[src/rtl/fp_pkg.sv]
// Shared types and constants for the iterative FP32 divider.
package fp_pkg;

  typedef enum logic [0:0] {
    FMT_FP32 = 1'b0
  } fp_fmt_e;

  typedef enum logic [0:0] {
    OP_DIV = 1'b0
  } fp_op_e;

  localparam int unsigned FP32_BIAS = 127;
  localparam logic [31:0] FP32_QNAN = 32'h7FC0_0000;

  // One quotient bit per iteration: 24 mantissa bits, guard, and one sticky bit.
  localparam int unsigned DIV_ITERS = 26;

  typedef enum logic [1:0] {
    IDLE  = 2'd0,
    DIV   = 2'd1,
    ROUND = 2'd2,
    DONE  = 2'd3
  } div_state_e;

endpackage

[src/rtl/fp_div_round.sv]
// Combinational round-to-nearest-even and FP32 packing of the raw quotient.
module fp_div_round
  import fp_pkg::*;
(
  input  logic               i_sign,
  input  logic signed [9:0]  i_exp,
  input  logic        [25:0] i_quo,
  input  logic               i_rem_nz,
  output logic        [31:0] o_r
);

  function automatic logic rne_up(input logic guard, input logic sticky, input logic lsb);
    return guard & (sticky | lsb);
  endfunction

  // Exponent overflow saturates to infinity, underflow flushes to zero.
  function automatic logic [31:0] pack_sat(input logic s, input logic signed [9:0] e,
                                           input logic [22:0] f);
    if (e >= 10'sd255)     return {s, 8'hFF, 23'd0};
    else if (e <= 10'sd0)  return {s, 31'd0};
    else                   return {s, e[7:0], f};
  endfunction

  logic               w_norm;
  logic        [22:0] w_mant;
  logic               w_guard;
  logic               w_sticky;
  logic               w_up;
  logic               w_carry;
  logic        [22:0] w_frac;
  logic signed [9:0]  w_exp_n;
  logic signed [9:0]  w_exp_f;

  // A quotient below 1.0 has its leading one one place lower; shift left by one.
  assign w_norm   = i_quo[25];
  assign w_mant   = w_norm ? i_quo[24:2] : i_quo[23:1];
  assign w_guard  = w_norm ? i_quo[1] : i_quo[0];
  assign w_sticky = (w_norm & i_quo[0]) | i_rem_nz;
  assign w_exp_n  = w_norm ? i_exp : i_exp - 10'sd1;

  // The hidden bit is always one, so a carry happens only when the fraction is all ones.
  assign w_up     = rne_up(w_guard, w_sticky, w_mant[0]);
  assign w_frac   = w_mant + {22'd0, w_up};
  assign w_carry  = w_up & (&w_mant);
  assign w_exp_f  = w_carry ? w_exp_n + 10'sd1 : w_exp_n;

  assign o_r = pack_sat(i_sign, w_exp_f, w_frac);

endmodule

[src/rtl/fp_div_iter.sv]
// Iterative FP32 divider: restoring significand division, one bit per cycle.
module fp_div_iter
  import fp_pkg::*;
(
  input  logic        clk,
  input  logic        rst,
  input  logic        in_valid,
  output logic        in_ready,
  input  logic [31:0] X,
  input  logic [31:0] Y,
  output logic        out_valid,
  input  logic        out_ready,
  output logic [31:0] R
);

  div_state_e         r_state;
  div_state_e         w_state_nxt;
  logic        [4:0]  r_cnt;
  logic        [25:0] r_q;
  logic        [24:0] r_rem;
  logic        [23:0] r_div;
  logic               r_sign;
  logic signed [9:0]  r_exp;
  logic        [31:0] r_res;

  logic               w_sign;
  logic               w_x_zero, w_y_zero, w_x_inf, w_y_inf, w_x_nan, w_y_nan;
  logic               w_nan, w_inf, w_zero, w_special;
  logic        [31:0] w_special_r;
  logic signed [9:0]  w_exp_in;
  logic               w_ge;
  logic        [23:0] w_diff;
  logic        [24:0] w_rem_nxt;
  logic               w_last;
  logic        [31:0] w_round_r;

  // Operand classification; exponent zero is treated as zero (subnormals flushed).
  assign w_sign   = X[31] ^ Y[31];
  assign w_x_zero = (X[30:23] == 8'h00);
  assign w_y_zero = (Y[30:23] == 8'h00);
  assign w_x_inf  = (X[30:23] == 8'hFF) && (X[22:0] == 23'd0);
  assign w_y_inf  = (Y[30:23] == 8'hFF) && (Y[22:0] == 23'd0);
  assign w_x_nan  = (X[30:23] == 8'hFF) && (X[22:0] != 23'd0);
  assign w_y_nan  = (Y[30:23] == 8'hFF) && (Y[22:0] != 23'd0);

  assign w_nan     = w_x_nan | w_y_nan | (w_x_zero & w_y_zero) | (w_x_inf & w_y_inf);
  assign w_inf     = w_x_inf | w_y_zero;
  assign w_zero    = w_x_zero | w_y_inf;
  assign w_special = w_nan | w_inf | w_zero;
  assign w_special_r = w_nan ? FP32_QNAN :
                       w_inf ? {w_sign, 8'hFF, 23'd0} :
                               {w_sign, 31'd0};

  assign w_exp_in = $signed({2'b00, X[30:23]}) - $signed({2'b00, Y[30:23]})
                  + $signed(10'(FP32_BIAS));

  // Restoring step: the remainder after a successful subtract is below the divisor,
  // so the low 24 bits of the difference are exact.
  assign w_ge      = (r_rem >= {1'b0, r_div});
  assign w_diff    = r_rem[23:0] - r_div;
  assign w_rem_nxt = w_ge ? {w_diff, 1'b0} : {r_rem[23:0], 1'b0};
  assign w_last    = (r_cnt == 5'(DIV_ITERS - 1));

  assign in_ready  = (r_state == IDLE);
  assign out_valid = (r_state == DONE);
  assign R         = r_res;

  fp_div_round u_round (
    .i_sign   (r_sign),
    .i_exp    (r_exp),
    .i_quo    (r_q),
    .i_rem_nz (|r_rem),
    .o_r      (w_round_r)
  );

  // State register.
  always_ff @(posedge clk) begin
    if (rst) r_state <= IDLE;
    else     r_state <= w_state_nxt;
  end

  // Next-state logic; DONE only releases on out_ready and never accepts in the same cycle.
  always_comb begin
    w_state_nxt = r_state;
    case (r_state)
      IDLE:    if (in_valid) w_state_nxt = w_special ? DONE : DIV;
      DIV:     if (w_last) w_state_nxt = ROUND;
      ROUND:   w_state_nxt = DONE;
      DONE:    if (out_ready) w_state_nxt = IDLE;
      default: w_state_nxt = IDLE;
    endcase
  end

  // Operand capture, iteration datapath and result register.
  always_ff @(posedge clk) begin
    if (rst) begin
      r_cnt  <= 5'd0;
      r_q    <= 26'd0;
      r_rem  <= 25'd0;
      r_div  <= 24'd0;
      r_sign <= 1'b0;
      r_exp  <= 10'sd0;
      r_res  <= 32'd0;
    end else begin
      case (r_state)
        IDLE: begin
          if (in_valid) begin
            r_sign <= w_sign;
            r_exp  <= w_exp_in;
            r_div  <= {1'b1, Y[22:0]};
            r_rem  <= {2'b01, X[22:0]};
            r_q    <= 26'd0;
            r_cnt  <= 5'd0;
            if (w_special) r_res <= w_special_r;
          end
        end
        DIV: begin
          r_q   <= {r_q[24:0], w_ge};
          r_rem <= w_rem_nxt;
          r_cnt <= r_cnt + 5'd1;
        end
        ROUND:   r_res <= w_round_r;
        default: ;
      endcase
    end
  end

endmodule

[config.mk]
export PLATFORM = sky130hd
export DESIGN_NAME = fp_div_iter
export DESIGN_NICKNAME = d
export VERILOG_FILES = /design/src/rtl/fp_pkg.sv /design/src/rtl/fp_div_round.sv /design/src/rtl/fp_div_iter.sv
export SDC_FILE = /design/constraint.sdc
export NUM_CORES = 1
export LEC_CHECK = 0
export BUFFER_PORTS_ARGS = -buffer_cell sky130_fd_sc_hd__buf_4
export CAP_MARGIN = 10
export CORE_ASPECT_RATIO = 0.5
export CORE_MARGIN = 10
export CORE_UTILIZATION = 55
export DETAILED_ROUTE_END_ITERATION = 8
export PLACE_DENSITY_LB_ADDON = 0.08
export SLEW_MARGIN = 0
export SYNTH_ARGS = -nofsm -noshare
export SYNTH_HDL_FRONTEND = slang
export SYNTH_SLANG_ARGS = --single-unit
[constraint.sdc]
create_clock -name clk -period 4.6 [get_ports clk]
set_input_delay 0.92 -clock clk [delete_from_list [all_inputs] [get_ports clk]]
set_output_delay 0.92 -clock clk [all_outputs]
set_load 0.05 [all_outputs]
==> metrics.txt <==
fin crit share 0.845; worst-path fanout max 57; Setup CP Type flop to flop; post-synthesis sequential area ratio 0.289; CTS-repair resized insts 0; CP Capture Type flop; Final Skew 0.00867 ns; first-pass GRT wire length 39600 um; Max-cap violations 0; pin count of the biggest net entering global routing 58; layout cells sized above 1 0.151; slowest CP cell buf_4; P_leak approximately 4 nW; routability congestion estimate around 0.94; WL final approximately 24000 um; die area 21500 um^2; Max H-tree Level 4; setup violators final 0; clock transition at the registers of the reported paths about 0.06 ns; post-route ant nets 0; slew at the pin closest to its max-slew limit 0.816 ns; final hold viol count 0; Slew Viols, Final 0; number of hold buffers added after CTS 0; syn nets 1223; Worst path max stage delay a little under 0.6 ns; Yosys warnings 0; flops & latches, synth 125; placed cell areas between 9000 and 10000 um^2; # port buffers ~100; slew margin rel. 0.456; Worst-Skew Late Latency 0.42 ns; post-synth cell types 81; Initial Util 0.563; CP most frequent cell buf_4; clock sink count 125; Synth top area share 0.289; die height 109 um; Max IR drop VDD 0.499 mV; RSZ-0062 raised after global routing false; Post-Syn Area per Cell slightly below 8 um^2; Residual DRC 0; maximum operating frequency 0.257 GHz; design area 10000 um^2; CTS tree done; Post-synth top cells nand2_1, dfxtp_1, nor2_1; status complete, no violations; clk buf depth 2; 1st-pass router iterations 5; top cells by area, synth dfxtp_1, ha_1, a21oi_1, nand2_1, nor2_1; Critical Path RT 4.96 ns; dpl hpwl 18300 um; Fin Setup TNS 0 ns; CP arrival 4.25 ns; Root Buffer clkbuf_16; crit path cell chain buf_4 -> mux2i_1 -> a2111oi_2 -> nand4_2 -> nor4b_4 -> o21ai_1 -> xnor2_2 -> nand3_1 -> nor3_4 -> buf_4 -> a22o_1; total global routing overflow 0; ys flop type dfxtp_1; Site Rows 32; startpoint types flop; DIE WIDTH a little under 200 um; synthesized area 8670 um^2; wire per inst about 17 um; Post-synth EDFFs 0; TritonCTS Buffers 17; starting DRC count in detailed routing 524; setup repair bufs after CTS 0; CORE AREA 15400 um^2; via count 8290; vias in the first global route 7792; Post-synth ARST share 0; I/O pin count 102; filler instances 1355; Gate Count Post-Synth about 1100; PwrDens 684 nW/um^2; HP Class flop to flop; crit path time final 3.89 ns; # diodes 0; # nets final 1284; GRT Total Usage 0.223; Vias per Instance approximately 6.0; cell with the most instances after synthesis nand2_1; Synth area leader dfxtp_1; area delta synth->final 15.9%; initial antenna violation count 0
cell usage in the layout, fill, tap and decap left out, drive strengths merged, types with 24 or more instances in the layout:
| cell type | count |
|---|---|
| a22oi | 27 |
| buf | 118 |
| a211oi | 34 |
| a21oi | 97 |
| nand3 | 30 |
| ha | 43 |
| nor3 | 24 |
| o21ai | 35 |
| xor2 | 25 |
| inv | 69 |
| mux2i | 27 |
| nor2 | 102 |
| dfxtp | 125 |
| nand2 | 126 |
| xnor2 | 39 |
critical path: cells and delay by family, from the launching register on:
family,cells,cell delay [ns]
AND/OR/NAND/NOR,4,0.98
buffers and inverters,2,0.84
AO/OA/AOI/OAI,3,0.82
flip-flops,1,0.57
XOR/XNOR,1,0.32
multiplexers,1,0.26
metal layers:
layer / global-route usage / wire (um)
met3: 0.0501 / 1390
met2: 0.371 / 11300
met4: 0.0507 / 291
met5: 0 / 0
met1: 0.292 / 11300
path summary, 6_finish.rpt:
kind	startpoint	end	slack (ns)	cells after the start
max	r_q[25]	R[20]	0.71	11
min	r_div[2]	r_div[2]	0.45	2
max reg2reg	r_q[25]	R[20]	0.71	11
min reg2reg	r_div[2]	r_div[2]	0.45	2
power by group:
group          total [W]  switching [W]  internal, W
logic            0.00403        0.00240      0.00163
clock network    0.00131       0.000556     0.000753
registers        0.00154       0.000245      0.00129
final cells by class:
class                   instances  area (um^2)  area share
well taps                     204          255      0.0254
flip-flops and latches        125         2500       0.249
repair buffers                118          886      0.0882
clock buffers                  18          429      0.0427
inverters                      65          244      0.0243
clock inverters                14          139      0.0138
multi-input cells             844         5590       0.556
metrics by stage:
stage	cells	total power [W]	utilization	hold slack, ns	worst slack, ns
6_report	1388	0.00688	0.652	0.455	0.712
5_1_grt	1388	0.00742	0.652	0.482	0.348
4_1_cts	1388	0.00686	0.652	0.457	0.734
3_5_place_dp	1356	0.00553	0.615	0.448	0.760
3_3_place_gp	1356	0.00548	0.615	0.446	0.890
2_1_floorplan	1110	0.00463	-	0.435	0.935
logic make-up after synthesis:
| family | share of synthesized area |
|---|---|
| AO/OA/AOI/OAI | 0.252 |
| buffers and inverters | 0.0675 |
| flip-flops | 0.289 |
| XOR/XNOR | 0.0707 |
| multiplexers | 0.0364 |
| AND/OR/NAND/NOR | 0.218 |
| adder cells (fa/ha/maj) | 0.0667 |
sequential cells by signal, summed over array words and instances (netlist names):
register and cells:
R 32, r_cnt 5, r_div 24, r_exp 10, r_q 26, r_rem 25
r_sign 1, r_state 2
No activity file was read; power rests on OpenSTA's default activity.
